### config.mk
export PLATFORM = sky130hd
export DESIGN_NAME = imem_boot_loader
export DESIGN_NICKNAME = d
export VERILOG_FILES = /design/src/rtl/imem_boot_loader.sv
export SDC_FILE = /design/constraint.sdc
export NUM_CORES = 1
export LEC_CHECK = 0
export BUFFER_PORTS_ARGS = -buffer_cell sky130_fd_sc_hd__buf_2
export CAP_MARGIN = 30
export CORE_ASPECT_RATIO = 1.5
export CORE_MARGIN = 8
export CORE_UTILIZATION = 25
export CTS_BUF_LIST = sky130_fd_sc_hd__clkbuf_4 sky130_fd_sc_hd__clkbuf_8
export CTS_CLUSTER_DIAMETER = 40
export DETAILED_ROUTE_END_ITERATION = 10
export PLACE_DENSITY = 0.48
export SYNTH_ARGS = -nofsm -noshare
export SYNTH_HDL_FRONTEND = slang
export SYNTH_SLANG_ARGS = --single-unit
### constraint.sdc
create_clock -name clk -period 2.6 [get_ports clk]
set_clock_uncertainty 0.1 [all_clocks]
set_input_delay 0 -clock clk [delete_from_list [all_inputs] [get_ports clk]]
set_output_delay 0 -clock clk [all_outputs]
set_load 0.05 [all_outputs]
### src/rtl/imem_boot_loader.sv
// imem_boot_loader: receives a length-prefixed program image as a byte stream,
// assembles little-endian 32-bit words into instruction memory, checks an XOR
// checksum and releases the core from reset only when the image is verified.
module imem_boot_loader #(
    parameter int ADDR_WIDTH = 10
) (
    input  logic                  clk,
    input  logic                  reset_n,
    input  logic                  rx_valid,
    input  logic [7:0]            rx_data,
    output logic                  rx_ready,
    input  logic                  load_req,
    output logic                  imem_we,
    output logic [ADDR_WIDTH-1:0] imem_addr,
    output logic [31:0]           imem_wdata,
    output logic                  core_reset_n,
    output logic                  busy,
    output logic                  done,
    output logic                  error
);

    typedef enum logic [2:0] {
        ST_LEN0 = 3'd0,
        ST_LEN1 = 3'd1,
        ST_DATA = 3'd2,
        ST_CSUM = 3'd3,
        ST_RUN  = 3'd4,
        ST_ERR  = 3'd5
    } state_t;

    // Word index is one bit wider than the address so a full memory image fits.
    localparam int              CNT_W    = ADDR_WIDTH + 1;
    localparam logic [CNT_W-1:0] CNT_ONE  = {{ADDR_WIDTH{1'b0}}, 1'b1};
    localparam logic [16:0]      CAPACITY = 17'd1 << ADDR_WIDTH;

    // Running checksum step: XOR-accumulate one data byte.
    function automatic logic [7:0] csum_update(input logic [7:0] acc, input logic [7:0] data_byte);
        return acc ^ data_byte;
    endfunction

    state_t                  state_r;
    state_t                  state_nxt_s;

    logic [7:0]              len_lo_r;
    logic [15:0]             len_r;
    logic [CNT_W-1:0]        word_cnt_r;
    logic [CNT_W-1:0]        word_cnt_inc_s;
    logic [1:0]              byte_cnt_r;
    logic [23:0]             word_buf_r;
    logic [7:0]              csum_r;

    logic                    imem_we_r;
    logic [ADDR_WIDTH-1:0]   imem_addr_r;
    logic [31:0]             imem_wdata_r;

    logic                    rx_ready_s;
    logic                    accept_s;
    logic                    restart_s;
    logic                    oversize_s;
    logic                    len_zero_s;
    logic                    last_word_s;
    logic                    csum_ok_s;

    // Handshake, restart and length/checksum decodes from registered state.
    always_comb begin
        rx_ready_s     = 1'b0;
        restart_s      = 1'b0;
        word_cnt_inc_s = word_cnt_r + CNT_ONE;
        case (state_r)
            ST_LEN0, ST_LEN1, ST_DATA, ST_CSUM: rx_ready_s = 1'b1;
            ST_RUN, ST_ERR:                     restart_s  = load_req;
            default: begin
                rx_ready_s = 1'b0;
                restart_s  = 1'b0;
            end
        endcase
        accept_s    = rx_valid & rx_ready_s;
        oversize_s  = {1'b0, rx_data, len_lo_r} > CAPACITY;
        len_zero_s  = ({rx_data, len_lo_r} == 16'd0);
        last_word_s = (17'(word_cnt_inc_s) == {1'b0, len_r});
        csum_ok_s   = (rx_data == csum_r);
    end

    // Next-state logic of the load sequencer.
    always_comb begin
        state_nxt_s = state_r;
        case (state_r)
            ST_LEN0: begin
                if (accept_s) begin
                    state_nxt_s = ST_LEN1;
                end else begin
                    state_nxt_s = state_r;
                end
            end
            ST_LEN1: begin
                if (accept_s) begin
                    if (oversize_s) begin
                        state_nxt_s = ST_ERR;
                    end else if (len_zero_s) begin
                        state_nxt_s = ST_CSUM;
                    end else begin
                        state_nxt_s = ST_DATA;
                    end
                end else begin
                    state_nxt_s = state_r;
                end
            end
            ST_DATA: begin
                if (accept_s && (byte_cnt_r == 2'd3) && last_word_s) begin
                    state_nxt_s = ST_CSUM;
                end else begin
                    state_nxt_s = state_r;
                end
            end
            ST_CSUM: begin
                if (accept_s) begin
                    state_nxt_s = csum_ok_s ? ST_RUN : ST_ERR;
                end else begin
                    state_nxt_s = state_r;
                end
            end
            ST_RUN, ST_ERR: begin
                if (restart_s) begin
                    state_nxt_s = ST_LEN0;
                end else begin
                    state_nxt_s = state_r;
                end
            end
            default: state_nxt_s = ST_LEN0;
        endcase
    end

    // State register.
    always_ff @(posedge clk or negedge reset_n) begin
        if (!reset_n) begin
            state_r <= ST_LEN0;
        end else begin
            state_r <= state_nxt_s;
        end
    end

    // Datapath: length capture, word assembly, checksum and memory write strobe.
    always_ff @(posedge clk or negedge reset_n) begin
        if (!reset_n) begin
            len_lo_r     <= 8'd0;
            len_r        <= 16'd0;
            word_cnt_r   <= '0;
            byte_cnt_r   <= 2'd0;
            word_buf_r   <= 24'd0;
            csum_r       <= 8'd0;
            imem_we_r    <= 1'b0;
            imem_addr_r  <= '0;
            imem_wdata_r <= 32'd0;
        end else begin
            imem_we_r <= 1'b0;
            if (restart_s) begin
                // Address/data keep the last write; only the load context is cleared.
                len_lo_r   <= 8'd0;
                len_r      <= 16'd0;
                word_cnt_r <= '0;
                byte_cnt_r <= 2'd0;
                word_buf_r <= 24'd0;
                csum_r     <= 8'd0;
            end else if (accept_s) begin
                case (state_r)
                    ST_LEN0: len_lo_r <= rx_data;
                    ST_LEN1: len_r    <= {rx_data, len_lo_r};
                    ST_DATA: begin
                        csum_r     <= csum_update(csum_r, rx_data);
                        byte_cnt_r <= byte_cnt_r + 2'd1;
                        case (byte_cnt_r)
                            2'd0: word_buf_r[7:0]   <= rx_data;
                            2'd1: word_buf_r[15:8]  <= rx_data;
                            2'd2: word_buf_r[23:16] <= rx_data;
                            2'd3: begin
                                imem_we_r    <= 1'b1;
                                imem_addr_r  <= word_cnt_r[ADDR_WIDTH-1:0];
                                imem_wdata_r <= {rx_data, word_buf_r};
                                word_cnt_r   <= word_cnt_inc_s;
                            end
                            default: word_buf_r <= word_buf_r;
                        endcase
                    end
                    default: csum_r <= csum_r;
                endcase
            end else begin
                csum_r <= csum_r;
            end
        end
    end

    assign rx_ready     = rx_ready_s;
    assign busy         = rx_ready_s;
    assign done         = (state_r == ST_RUN);
    assign core_reset_n = (state_r == ST_RUN);
    assign error        = (state_r == ST_ERR);
    assign imem_we      = imem_we_r;
    assign imem_addr    = imem_addr_r;
    assign imem_wdata   = imem_wdata_r;

endmodule

Word level (Yosys, flattened, before mapping)
Cells that the tools add are included.
{"block": "classes", "reduce_logical": 24, "magnitude_cmp": 1, "n_bitwise": 3, "n_addsub": 2, "muxes": 37, "n_eq_ne": 15}
{"operator": "24-bit 2-to-1 mux", "count": 3}
{"operator": "8-bit 2-to-1 mux", "count": 9}
{"operator": "16-bit 2-to-1 mux", "count": 3}
{"operator": "11-bit 2-to-1 mux", "count": 4}
{"operator": "3-bit 2-to-1 mux", "count": 6}
{"operator": "11-bit by 16-bit == test with 1-bit output", "count": 1}
{"operator": "16-bit by 11-bit > comparator with 1-bit output, second input constant", "count": 1}
{"operator": "16-bit zero test", "count": 1}
{"operator": "2-bit nonzero test", "count": 8}
{"operator": "3-bit one-hot mux with 5 select lines", "count": 1}
{"operator": "3-bit AND reduction", "count": 4}
{"operator": "11-bit by 1-bit adder with 11-bit output, second input constant", "count": 1}
{"operator": "2-bit != test, second input constant", "count": 5}
{"operator": "8-bit == test", "count": 1}
{"operator": "1-bit 2-to-1 mux", "count": 8}
{"operator": "8-bit XOR", "count": 1}
{"operator": "3-bit by 2-bit == test with 1-bit output, second input constant", "count": 2}
{"operator": "3-bit == test, second input constant", "count": 2}
{"operator": "2-bit 2-to-1 mux", "count": 3}
{"operator": "2-bit AND reduction", "count": 3}
{"operator": "5-bit AND reduction", "count": 1}
{"operator": "2-bit == test, second input constant", "count": 2}
{"operator": "4-bit AND reduction", "count": 1}
{"operator": "4-bit OR reduction", "count": 1}
{"operator": "other kinds (9)", "count": 10}
{"block": "word_totals", "register_bits": 115, "in_bits": 12, "word_cells": 94, "output_inout_bits": 48}

Logic depth before layout (Yosys ltp)
{"block": "logic_depth", "depth_word": 8, "mapped_depth": 9, "mapped_depth_nobuf": 7}

Least setup slack after synthesis
OpenSTA, ideal clock, no wires.
{"block": "synth_path", "path_kind": "register to register", "from": "reg state_r[2]", "to": "reg state_r[0]", "stages_incl_launch_ff": 8, "path_slack_ns": 0.325, "required_ns": 2.413, "synth_period_minus_slack_ns": 2.275, "arrival_time_ns": 2.089, "cell_sequence": "dfrtp_1 buf_2 inv_1 nand2_1 nor4b_1 nand3_1 or4_1 a211oi_2"}
{"block": "synth_between", "elab_chain_len": 8, "word_cells_on_any_way": 20, "classes_between": "eq/ne: 10; mux: 3; bitwise: 1; reduce/logical: 6"}
{"element": "from (decl)", "line_no": "41", "source": "state_t state_r;"}
{"element": "from (signal assigned)", "line_no": "138", "source": "state_r <= state_nxt_s;"}
{"element": "3-bit by 2-bit == test with 1-bit output (tied with other cells)", "line_no": "69", "source": "case (state_r)"}
{"element": "4-bit OR reduction *", "line_no": "69"}
{"element": "1-bit 2-to-1 mux *", "line_no": "69"}
{"element": "net busy", "line_no": "17", "source": "output logic busy,"}
{"element": "1-bit AND *", "line_no": "77", "source": "accept_s = rx_valid & rx_ready_s;"}
{"element": "1-bit logical AND (2 in series)", "line_no": "109", "source": "if (accept_s && (byte_cnt_r == 2'd3) && last_word_s) begin"}
{"element": "2-bit != test (no source line)"}
{"element": "5-bit AND reduction (no source line) *"}
The timed path passes the listed nets; every way through them passes the cells marked *.
A chain may end at the register's enable or synchronous reset.

Final worst setup path
{"block": "layout_path", "from": "reg word_cnt_r[1]", "to": "reg state_r[0]"}
{"block": "layout_between", "elab_chain_len": 5}
{"element": "from (decl)", "line_no": "46", "source": "logic [CNT_W-1:0] word_cnt_r;"}
{"element": "from (signal assigned)", "line_no": "179", "source": "word_cnt_r <= word_cnt_inc_s;"}
{"element": "11-bit by 1-bit adder with 11-bit output", "line_no": "68", "source": "word_cnt_inc_s = word_cnt_r + CNT_ONE;"}
{"element": "11-bit by 16-bit == test with 1-bit output", "line_no": "80", "source": "last_word_s = (17'(word_cnt_inc_s) == {1'b0, len_r});"}
{"element": "1-bit logical AND", "line_no": "109"}
{"element": "2-bit != test (no source line)"}
{"element": "5-bit AND reduction (no source line)"}
Every way passes these cells.

==> impl_metrics.json <==
{
  "die_w_um": 135,
  "syn_nets": 595,
  "yosysTopAreaCellShare_pct": 54.5,
  "tightest_slew_ps": 579,
  "rsz0062_at_grt": "no",
  "wl_per_cell_um": 15.4,
  "fin_util_pct": 30.8,
  "gr-usage-all-layers_pct": 11.3,
  "hold_slack_ps": 21.6,
  "start_util_pct": 25.3,
  "fin_cells": 921,
  "syn_avg_cell_area_um2": 9.13,
  "clkSinkCount": 115,
  "worstReg2RegEnd": "state_r[0]$_DFFE_PN0P_",
  "internal-power_w": 0.00337,
  "place.gp.congestion": 0.760,
  "worstSetupPathType": "reg2reg",
  "die_h_um": 194,
  "syn_area_um2": 5280,
  "dieArea_um2": 26100,
  "p_seq_share_pct": 43.6,
  "crit_arrival_ps": 2610,
  "finalMaxSlewViolations": 0,
  "status": "finished clean",
  "min_period_ps": 2360,
  "placed_cells": 876,
  "place_ws_ps": 260,
  "grt_max_degree": 45,
  "r2r-start": "word_cnt_r[1]$_DFFE_PN0P_",
  "ys_warn_count": 0,
  "cp_max_fo": 5,
  "required_ps": 2850,
  "nets": 657,
  "rrSetupSlack_ps": 240,
  "cts_buffer_depth": 2,
  "htreeDepth": 4,
  "post-route-drc-count": 0,
  "ys_ff_latch": 115,
  "synthArstFlopShare_pct": 100,
  "synth_area_leader_cell": "dfrtp_1",
  "tns_ps": 0,
  "grt_pass1_vias": 4278,
  "hold_path.class": "in2async",
  "fmax_mhz": 423,
  "antennaDiodeCount": 0,
  "drtIter0Drc": 252,
  "yosys-top-cells-count": "nand2_1, dfrtp_1, a21oi_1",
  "peakVddDrop_mv": 0.293,
  "detail-route-antenna-nets": 0,
  "via_per_inst": 4.49,
  "switching_share_pct": 31.7,
  "synthTopCellsByArea": "dfrtp_1, nand2_1, a21oi_1",
  "dp_hpwl_um": 9750,
  "fin_crit_sh_pct": 90.9,
  "grt-ovfl-total": 0,
  "relSlewSlack_pct": 61.4,
  "layout-drive-gt1-share_pct": 20.2,
  "r2r_cells": 7,
  "setup_viol": 0,
  "io_pins": 60,
  "filler_cell_count": 2204,
  "p_per_area_nw_per_um2": 767,
  "startpoint_type": "register",
  "grt_antenna_before_repair": 0,
  "finalHoldViolCount": 0,
  "portBuffers": 59,
  "grt_pass1_wl_um": 23300,
  "maxCapViolCount": 0,
  "synth_edf_count": 0,
  "numCtsBuffers": 17,
  "cts.clk_slew.worst_paths_ps": 80,
  "clkPwrFrac_pct": 37.4,
  "totalWireLength_um": 14200,
  "fp.coreArea_um2": 20900,
  "vias": 4133,
  "clock_latency_ps": 430,
  "yosysMostFrequentCell": "nand2_1",
  "cp-end-kind": "register",
  "rows": 65,
  "power_leakage_nw": 3.14,
  "fin_ws_ps": 236,
  "ys.flop_type": "dfrtp_1",
  "p_switching_w": 0.00157,
  "cts_tree": "built",
  "yosysUniqueCellTypes": 44,
  "cts_root_buffer": "clkbuf_8",
  "combPwrFrac_pct": 19.0,
  "syn2layout_area_growth_pct": 21.9,
  "synthCells": 578,
  "ys_seq_area_share_pct": 54.5,
  "firstDrtPassIters": 5
}
## per-stage QoR
| stage | instance area, um^2 | total power (W) |
|---|---|---|
| after floorplan | 5280 | 0.00284 |
| after global placement | 5860 | 0.00311 |
| after detailed placement | 5860 | 0.00312 |
| after CTS | 6440 | 0.00502 |
| after global routing | 6440 | 0.00520 |
| final | 6440 | 0.00494 |
## state kept, by name, indices dropped and copies added, names as in the netlist
signal	count
byte_cnt_r	2
imem_we	1
word_buf_r	24
imem_addr	10
imem_wdata	32
csum_r	8
state_r	3
word_cnt_r	11
len_lo_r	8
len_r	16
## timing repair
item / CTS / global route
hold buffers: 13 / 0
buffers inserted: 0 / 0
endpoints found under the hold margin: 173 / 0
resized for setup: 0 / 0
## worst max-delay path, cell delays in order, from the launching register on
cell and delay (ps):
dfrtp_1 430, ha_1 320, xnor2_1 160, nand3_1 90
nor4b_1 280, nand3_1 130, or4_1 530, a211oi_2 230
## per-layer routing
layer	vias up	part of all wire, %	track usage (%)
met3	18	3.9	2.77
met1	2011	41	12.5
met2	77	53	19.8
met5	-	0	0
li1	2027	-	-
met4	0	2.4	5.43
## area by class of cell
cell class / count / area (um^2) / share of cell area (%)
Sequential cell: 115 / 2880 / 44.7
Multi-Input combinational cell: 413 / 2190 / 34.1
Timing Repair Buffer: 88 / 571 / 8.86
Tap cell: 268 / 335 / 5.21
Clock buffer: 17 / 234 / 3.63
Clock inverter: 15 / 206 / 3.21
Inverter: 5 / 18.8 / 0.292
## power by group through the flow
stage          clock, W  combinational (W)  sequential [W]
5_1_grt         0.00198            0.00104         0.00218
3_3_place_gp          0           0.000928         0.00219
2_1_floorplan         0           0.000709         0.00213
4_1_cts         0.00190           0.000959         0.00215
3_5_place_dp          0           0.000929         0.00219
6_report        0.00185           0.000938         0.00215
## cells by family (layout without fill, tap and decap cells)
logic type               count (synthesis)  count (layout)  synth area share, %
AND/OR/NAND/NOR                        270             270                 21.7
flip-flops                             115             115                 54.5
multiplexers                            18              18                 3.82
AO/OA/AOI/OAI                           88              88                 9.48
XOR/XNOR                                32              32                 5.31
adder cells (fa/ha/maj)                  5               5                 1.19
buffers and inverters                   50             125                 3.98
## layout by cell type, fill, tap and decap left out, types with 2 or more instances in the layout
| cell | netlist | final |
|---|---|---|
| or3_1 | 2 | 2 |
| buf_2 | 8 | 58 |
| nand2_1 | 176 | 175 |
| a21oi_1 | 53 | 53 |
| inv_6 | 0 | 2 |
| nand2b_1 | 2 | 2 |
| clkbuf_8 | 0 | 17 |
| o31ai_1 | 6 | 6 |
| nand3_1 | 34 | 34 |
| buf_12 | 0 | 2 |
| ha_1 | 5 | 5 |
| bufinv_16 | 0 | 4 |
| and3_1 | 3 | 3 |
| dfrtp_1 | 115 | 115 |
| inv_1 | 5 | 5 |
| dlygate4sd3_1 | 0 | 12 |
| o21ai_0 | 16 | 16 |
| clkinvlp_4 | 0 | 2 |
| a22o_1 | 2 | 2 |
| mux2_2 | 17 | 17 |
| and2_1 | 3 | 2 |
| nor2b_1 | 2 | 2 |
| nor4_1 | 5 | 5 |
| xnor2_1 | 12 | 12 |
| clkinv_2 | 0 | 2 |
| nor2_1 | 29 | 29 |
| nor3_1 | 7 | 7 |
| xor2_1 | 20 | 20 |
| clkinv_4 | 0 | 5 |
| buf_4 | 3 | 16 |
## worst max-delay path by stage
stage / startpoint / to / cells after the start
2_1_floorplan: state_r[2]$_DFFE_PN0P_ / state_r[0]$_DFFE_PN0P_ / 7
3_3_place_gp: word_cnt_r[1]$_DFFE_PN0P_ / state_r[0]$_DFFE_PN0P_ / 7
6_report: word_cnt_r[1]$_DFFE_PN0P_ / state_r[0]$_DFFE_PN0P_ / 7
3_5_place_dp: word_cnt_r[1]$_DFFE_PN0P_ / state_r[0]$_DFFE_PN0P_ / 7
5_1_grt: word_cnt_r[1]$_DFFE_PN0P_ / state_r[0]$_DFFE_PN0P_ / 7
4_1_cts: word_cnt_r[1]$_DFFE_PN0P_ / state_r[0]$_DFFE_PN0P_ / 7
(Power assumes the default switching activity.)
